### src/rtl/win_accum_pkg.sv
// Shared types and default constants for the windowed accumulator.
// Imported by win_accum and minmax_trk.
package win_accum_pkg;

   localparam int DEF_WIDTH = 16;
   localparam int DEF_NSAMP = 8;

   typedef enum logic {
      ACC  = 1'b0,
      DONE = 1'b1
   } state_e;

endpackage

### src/rtl/minmax_trk.sv
// Running min/max tracker for one window of unsigned samples.
// The window result is registered on the edge that accepts the last sample.
module minmax_trk
   import win_accum_pkg::*;
#(
   parameter int WIDTH = DEF_WIDTH
) (
   input  logic             clk,
   input  logic             rst,
   input  logic [WIDTH-1:0] sample_i,
   input  logic             accept_i,
   input  logic             first_i,
   input  logic             last_i,
   output logic [WIDTH-1:0] max_o,
   output logic [WIDTH-1:0] min_o
);

   logic [WIDTH-1:0] run_max_q, run_max_d;
   logic [WIDTH-1:0] run_min_q, run_min_d;
   logic [WIDTH-1:0] max_q;
   logic [WIDTH-1:0] min_q;

   // The first sample of a window seeds both extremes, so stale values never leak in.
   always_comb begin
      run_max_d = run_max_q;
      run_min_d = run_min_q;
      if (first_i) begin
         run_max_d = sample_i;
         run_min_d = sample_i;
      end else begin
         if (sample_i > run_max_q) run_max_d = sample_i;
         if (sample_i < run_min_q) run_min_d = sample_i;
      end
   end

   always_ff @(posedge clk) begin
      if (rst) begin
         run_max_q <= '0;
         run_min_q <= '0;
         max_q     <= '0;
         min_q     <= '0;
      end else if (accept_i) begin
         run_max_q <= run_max_d;
         run_min_q <= run_min_d;
         if (last_i) begin
            max_q <= run_max_d;
            min_q <= run_min_d;
         end
      end
   end

   assign max_o = max_q;
   assign min_o = min_q;

endmodule

### src/rtl/win_accum.sv
// Sums NSAMP unsigned samples per window and presents the sum with a valid/ready handshake.
// Optional WIN_ACCUM_MINMAX_EN adds per-window max_out/min_out.
module win_accum
   import win_accum_pkg::*;
#(
   parameter  int WIDTH = DEF_WIDTH,
   parameter  int NSAMP = DEF_NSAMP,
   localparam int ACC_W = WIDTH + $clog2(NSAMP)
) (
   input  logic             clk,
   input  logic             rst,
   input  logic [WIDTH-1:0] c_in,
   input  logic             in_valid,
   output logic             in_ready,
   output logic [ACC_W-1:0] sum_out,
   output logic             out_valid,
   input  logic             out_ready
`ifdef WIN_ACCUM_MINMAX_EN
   ,
   output logic [WIDTH-1:0] max_out,
   output logic [WIDTH-1:0] min_out
`endif
);

   localparam int               CNT_W    = $clog2(NSAMP);
   localparam logic [CNT_W-1:0] CNT_LAST = CNT_W'(NSAMP - 1);

   state_e           state_q, state_d;
   logic [ACC_W-1:0] acc_q, acc_d;
   logic [CNT_W-1:0] cnt_q, cnt_d;
   logic [ACC_W-1:0] sum_q, sum_d;

   logic             accept;
   logic             last_sample;
   logic [ACC_W-1:0] acc_plus;

   assign accept      = in_valid && (state_q == ACC);
   assign last_sample = accept && (cnt_q == CNT_LAST);
   assign acc_plus    = acc_q + ACC_W'(c_in);

   // NOTE: every combinational output gets a default first, so no path can infer a latch.
   always_comb begin
      state_d = state_q;
      acc_d   = acc_q;
      cnt_d   = cnt_q;
      sum_d   = sum_q;
      unique case (state_q)
         ACC: begin
            if (accept) begin
               if (last_sample) begin
                  sum_d   = acc_plus;
                  acc_d   = '0;
                  cnt_d   = '0;
                  state_d = DONE;
               end else begin
                  acc_d = acc_plus;
                  cnt_d = cnt_q + CNT_W'(1);
               end
            end
         end
         DONE: begin
            if (out_ready) state_d = ACC;
         end
         default: state_d = ACC;
      endcase
   end

   // NOTE: state registers use non-blocking assignments so all flops update together on the edge.
   always_ff @(posedge clk) begin
      if (rst) begin
         state_q <= ACC;
         acc_q   <= '0;
         cnt_q   <= '0;
         sum_q   <= '0;
      end else begin
         state_q <= state_d;
         acc_q   <= acc_d;
         cnt_q   <= cnt_d;
         sum_q   <= sum_d;
      end
   end

   // Handshake outputs decode only the state register, never an input.
   assign in_ready  = (state_q == ACC);
   assign out_valid = (state_q == DONE);
   assign sum_out   = sum_q;

`ifdef WIN_ACCUM_MINMAX_EN
   minmax_trk #(
      .WIDTH (WIDTH)
   ) u_minmax (
      .clk      (clk),
      .rst      (rst),
      .sample_i (c_in),
      .accept_i (accept),
      .first_i  (cnt_q == '0),
      .last_i   (last_sample),
      .max_o    (max_out),
      .min_o    (min_out)
   );
`endif

endmodule

### config.mk
export PLATFORM = sky130hd
export DESIGN_NAME = win_accum
export DESIGN_NICKNAME = d
export VERILOG_FILES = /design/src/rtl/win_accum_pkg.sv /design/src/rtl/minmax_trk.sv /design/src/rtl/win_accum.sv
export SDC_FILE = /design/constraint.sdc
export NUM_CORES = 1
export LEC_CHECK = 0
export ABC_AREA = 1
export CAP_MARGIN = 25
export CORE_MARGIN = 2
export CORE_UTILIZATION = 49
export DETAILED_ROUTE_END_ITERATION = 7
export PLACE_DENSITY = 0.76
export SYNTH_ARGS = -nofsm -noshare
export SYNTH_HDL_FRONTEND = slang
export SYNTH_SLANG_ARGS = --single-unit
### constraint.sdc
create_clock -name clk -period 1.6 [get_ports clk]
set_input_delay 0.32 -clock clk [delete_from_list [all_inputs] [get_ports clk]]
set_output_delay 0.32 -clock clk [all_outputs]
set_load 0.03 [all_outputs]
# ---- Yosys cells after proc, flatten, opt, wreduce, memory -nomap -nowiden
# Cells that the tools add are included.
dict set report word_totals {
  latchBits 0
  regBits 42
  input_bits 20
  ramBits 0
  n_memories 0
  out_inout_bits 21
  rom_bits 0
}
dict set report classes {
  n_lt_le_gt_ge 0
  addsub 2
  n_reduce_logical 4
  mul 0
  mux 6
  bitwise_logic 1
  shift 0
  div 0
  n_eq_ne 1
}
# cell n
set op_table {}
lappend op_table {{adder 19 x 16 -> 19 bit} 1}
lappend op_table {{2-to-1 mux 19 bit} 1}
lappend op_table {{adder 3 x 1 -> 3 bit (second input constant)} 1}
lappend op_table {{equality test 3 bit (second input constant)} 1}
lappend op_table {{2-to-1 mux 1 bit} 3}
lappend op_table {{2-to-1 mux 3 bit} 1}
lappend op_table {{AND reduction 3 bit} 1}
lappend op_table {{logical AND 1 bit} 2}
lappend op_table {{one-hot mux 1 bit (2 select lines)} 1}
lappend op_table {{AND reduction 2 bit} 1}
lappend op_table {{NOT 1 bit} 1}

# ---- Longest topological paths before layout
dict set report depth {
  depth_word 6
  depth_mapped 15
}

# ---- Worst setup path after synthesis
# OpenSTA, ideal clock, no wires.
dict set report synth_path {
  kind {input port to flip-flop}
  from {in c_in[0]}
  to {reg sum_q[16], in the netlist sum_out[16]}
  path_buffers 0
  path_stages 15
  slack_ns -0.152
  t_arrival_ns 1.643
  path_cell_list {ha_1 > inv_1 > fa_1 > inv_1 > nand3_1 > nand2_2 > nand2_1 > nand2_2 > nand2_1 > nand2_1 > nand2_1 > nand2_1 > nand2_1 > nand2_1 > inv_1}
}
dict set report synth_between {
  elab_chain_len 1
}
# item line_no
set synth_lines {}
lappend synth_lines {{start, declared} win_accum.sv:12} ;# input logic [WIDTH-1:0] c_in,
lappend synth_lines {{adder 19 x 16 -> 19 bit} win_accum.sv:39} ;# assign acc_plus = acc_q + ACC_W'(c_in);
lappend synth_lines {{end signal, assigned} win_accum.sv:79} ;# sum_q <= sum_d;
lappend synth_lines {{end, declared} win_accum.sv:31} ;# logic [ACC_W-1:0] sum_q, sum_d;
# Every way passes these cells.
# A chain may end at the register's enable or synchronous reset.

# ---- Worst setup path after layout
dict set report layout_path {
  from {reg acc_q[1]}
  to {reg sum_q[16], in the netlist sum_out[16]}
}
dict set report layout_between {
  elab_chain_len 1
}
# item line_no
set layout_lines {}
lappend layout_lines {{start, declared} win_accum.sv:29} ;# logic [ACC_W-1:0] acc_q, acc_d;
lappend layout_lines {{start signal, assigned} win_accum.sv:72} ;# acc_q <= '0;
lappend layout_lines {{start signal, assigned} win_accum.sv:77} ;# acc_q <= acc_d;
lappend layout_lines {{adder 19 x 16 -> 19 bit} win_accum.sv:39}
# Every way passes these cells.

==> impl_metrics.tcl <==
set metrics [dict create \
    rsz0062_at_grt "true" \
    core_area_mm2 0.00541 \
    leakage_nw 2.09 \
    synth_seq_area_share_pct 31.1 \
    syn_inst 400 \
    cts_buffers 5 \
    synthesis.area_mm2 0.00270 \
    cts_tree "done" \
    vias 3135 \
    slew-limit-headroom_pct 78.0 \
    grt_usage_pct 25.5 \
    grt_pass1_wl_mm 12.5 \
    grt-ovfl-total 0 \
    critPathKind "flop to flop" \
    cp_slowest_cell "dfxtp_2" \
    status "finished with violations" \
    ff_latch_area_um2 858 \
    ant_nets 0 \
    stdcell_area_mm2 0.00431 \
    grt_max_degree 23 \
    antenna_found_initial 0 \
    via_per_inst 5.59 \
    clk_latency_ns 0.31 \
    routed_wl_mm 9.74 \
    cts_hold_buf 0 \
    slew_violations 0 \
    ys.flop_type "dfxtp_1" \
    synth_compound_area_share_pct 16.0 \
    p_clk_share_pct 24.0 \
    fin_nets 527 \
    synth-xor-area-share_pct 1.94 \
    critPathTopFamily "simple AND/OR/NAND/NOR gates" \
    finClkSkew_ns 0.0145 \
    seqPwrFrac_pct 32.5 \
    final_hold_viol_count 0 \
    ys_seq_elements 42 \
    syn_area_per_cell_um2 6.76 \
    dpl_cell_area_mm2 0.00347 \
    cts_max_level 2 \
    multi_input_area_mm2 0.00228 \
    crit_chain "inv_1, fa_2, inv_2, nand3_2, nand2_4, nand2_2, nand2_4, nand2_4, nand2_2, nand2_2, nand2_1, nand2_1, nand2_1, inv_1" \
    worst_path_largest_cell_delay_ns 0.40 \
    final_cell_mix "nand2_1 (76), buf_4 (50), nand2_2 (45)" \
    grt_pass1_vias 2766 \
    dieArea_mm2 0.00613 \
    path_buf_inv 3 \
    dpl_worst_slack_ns -0.630 \
    firstDrtPassIters 6 \
    power_switching_mw 1.36 \
    synthMuxAreaShare_pct 0 \
    p_comb_share_pct 43.5 \
    async_flop_share_pct 0 \
    layout-drive-gt1-share_pct 45.4 \
    intPower_mw 2.26 \
    synth_top_family_by_area "simple AND/OR/NAND/NOR gates" \
    fp.dieH_um 78.3 \
    worst_slack_ns -0.370 \
    drc_errors 0 \
    worstHoldPathType "flop to flop" \
    area_growth_pct 59.6 \
    root_buffer "clkbuf_8" \
    cp-end-kind "flop" \
    min_period_ns 1.97 \
    finalSetupViolCount 24 \
    arrival_ns 2.17 \
    dp_hpwl_mm 5.31 \
    cts_sinks 42 \
    portBuffers 40 \
    synth_edf_count 0 \
    period_share_pct 123 \
    maxCapViolCount 0 \
    globalplace.congestion 0.876 \
    violations "setup timing" \
    crit_fanout 4 \
    synthAdderAreaFrac_pct 9.07 \
    drt_iter0_markers 376 \
    diodes 0 \
    fillers 347 \
    max_clock_freq_mhz 508 \
    ioPinCount 41 \
    cp_data_required_time_ns 1.80 \
    core.rowCount 27 \
    post_drt_wl_per_cell_um 17.4 \
    switching_share_pct 37.5 \
    synth_nets 439 \
    tightest_slew_ns 0.330 \
    power_density_mw_per_mm2 839 \
    synth-warning-count 0 \
    clockBufferDepth 2 \
    synth-simple-area-share_pct 31.8 \
    path_clk_slew_ns 0.10 \
    final_common_cell "nand2_1" \
    synth.distinct_cells 32 \
    crit_path_start_kind "flop" \
    start_util_pct 50.0 \
    vdd_ir_drop_max_v 0.000589 \
    die_width_um 78.3 \
]
## synth_stat cells, types with 4 or more instances
library cell	count	share of area, %
nand2_1	125	17
inv_1	51	7.1
dfxtp_1	42	31
a21oi_1	29	5.4
nand3_1	25	4.6
nor2_1	19	2.6
ha_1	18	8.3
o21ai_0	15	2.8
nand2_2	11	2.5
o21bai_1	9	2.5
a21oi_2	7	2.3
clkbuf_1	6	0.83
o21a_1	6	1.7
xor2_1	5	1.6
inv_2	4	0.56
nor2_2	4	0.93
## routing by layer
metal	global-route usage (%)	vias to the layer above	wire, µm
met2	42.6	169	4740
met3	4.48	36	613
li1	-	1438	-
met5	0	-	0
met4	8.42	0	301
met1	33.4	1492	4080
## cell type report
cell class | instances | share of cell area [%]
clock buffers | 6 | 1.68
clock inverters | 2 | 0.870
inverters | 55 | 4.79
multi-input cells | 291 | 52.9
flip-flops and latches | 42 | 19.9
well taps | 72 | 2.09
repair buffers | 93 | 17.8
## kinds of logic after synthesis
kind of cell    after synthesis
simple gates                196
compound gates               70
buf+inv                      67
fa+ha+maj                    19
flops                        42
xor+xnor                      6
## state kept, by name, summed over array words and instances, names as in the netlist
name       cells
acc_q         19
cnt_q          3
out_valid      1
sum_out       19
## what timing repair did
action                     4_1_cts  5_1_grt
pin swaps                       35       63
setup endpoints to repair       53       34
buffers inserted                 7        6
cloned                           0        0
resized for setup               96       99
## power groups by stage
| stage | registers [mW] | logic, mW | clock network, mW |
|---|---|---|---|
| after floorplan | 1.15 | 0.607 | 0 |
| after global placement | 1.16 | 0.964 | 0 |
| after detailed placement | 1.16 | 0.983 | 0 |
| after CTS | 1.17 | 1.20 | 0.869 |
| after global routing | 1.18 | 1.66 | 0.917 |
| final | 1.17 | 1.57 | 0.870 |
## final timing paths
kind,startpoint,to,slack (ns),cells past startpoint
worst max register to register,acc_q[1],sum_out[16],-0.37,14
worst min-delay path,sum_out[1],sum_out[1],0.48,2
worst max-delay path,acc_q[1],sum_out[16],-0.37,14
worst min register to register,sum_out[1],sum_out[1],0.48,2
## stage by stage
stage                     power [mW]  cells  setup TNS (ns)  util (%)  hold slack [ns]
after global routing            3.75    561           -5.19      79.8            0.491
after floorplan                 1.76    400          -0.152         -            0.382
final                           3.62    561           -3.46      79.8            0.476
after detailed placement        2.15    542          -18.09      64.2            0.463
after global placement          2.12    542          -16.98      64.2            0.455
after CTS                       3.23    557           -1.41      72.5            0.476
## worst min-delay path: stages (launching register included)
cell and delay [ns]:
dfxtp_1 0.32, nand2_1 0.06, a21oi_1 0.05
Note: power is estimated with default switching activity, not from simulation.
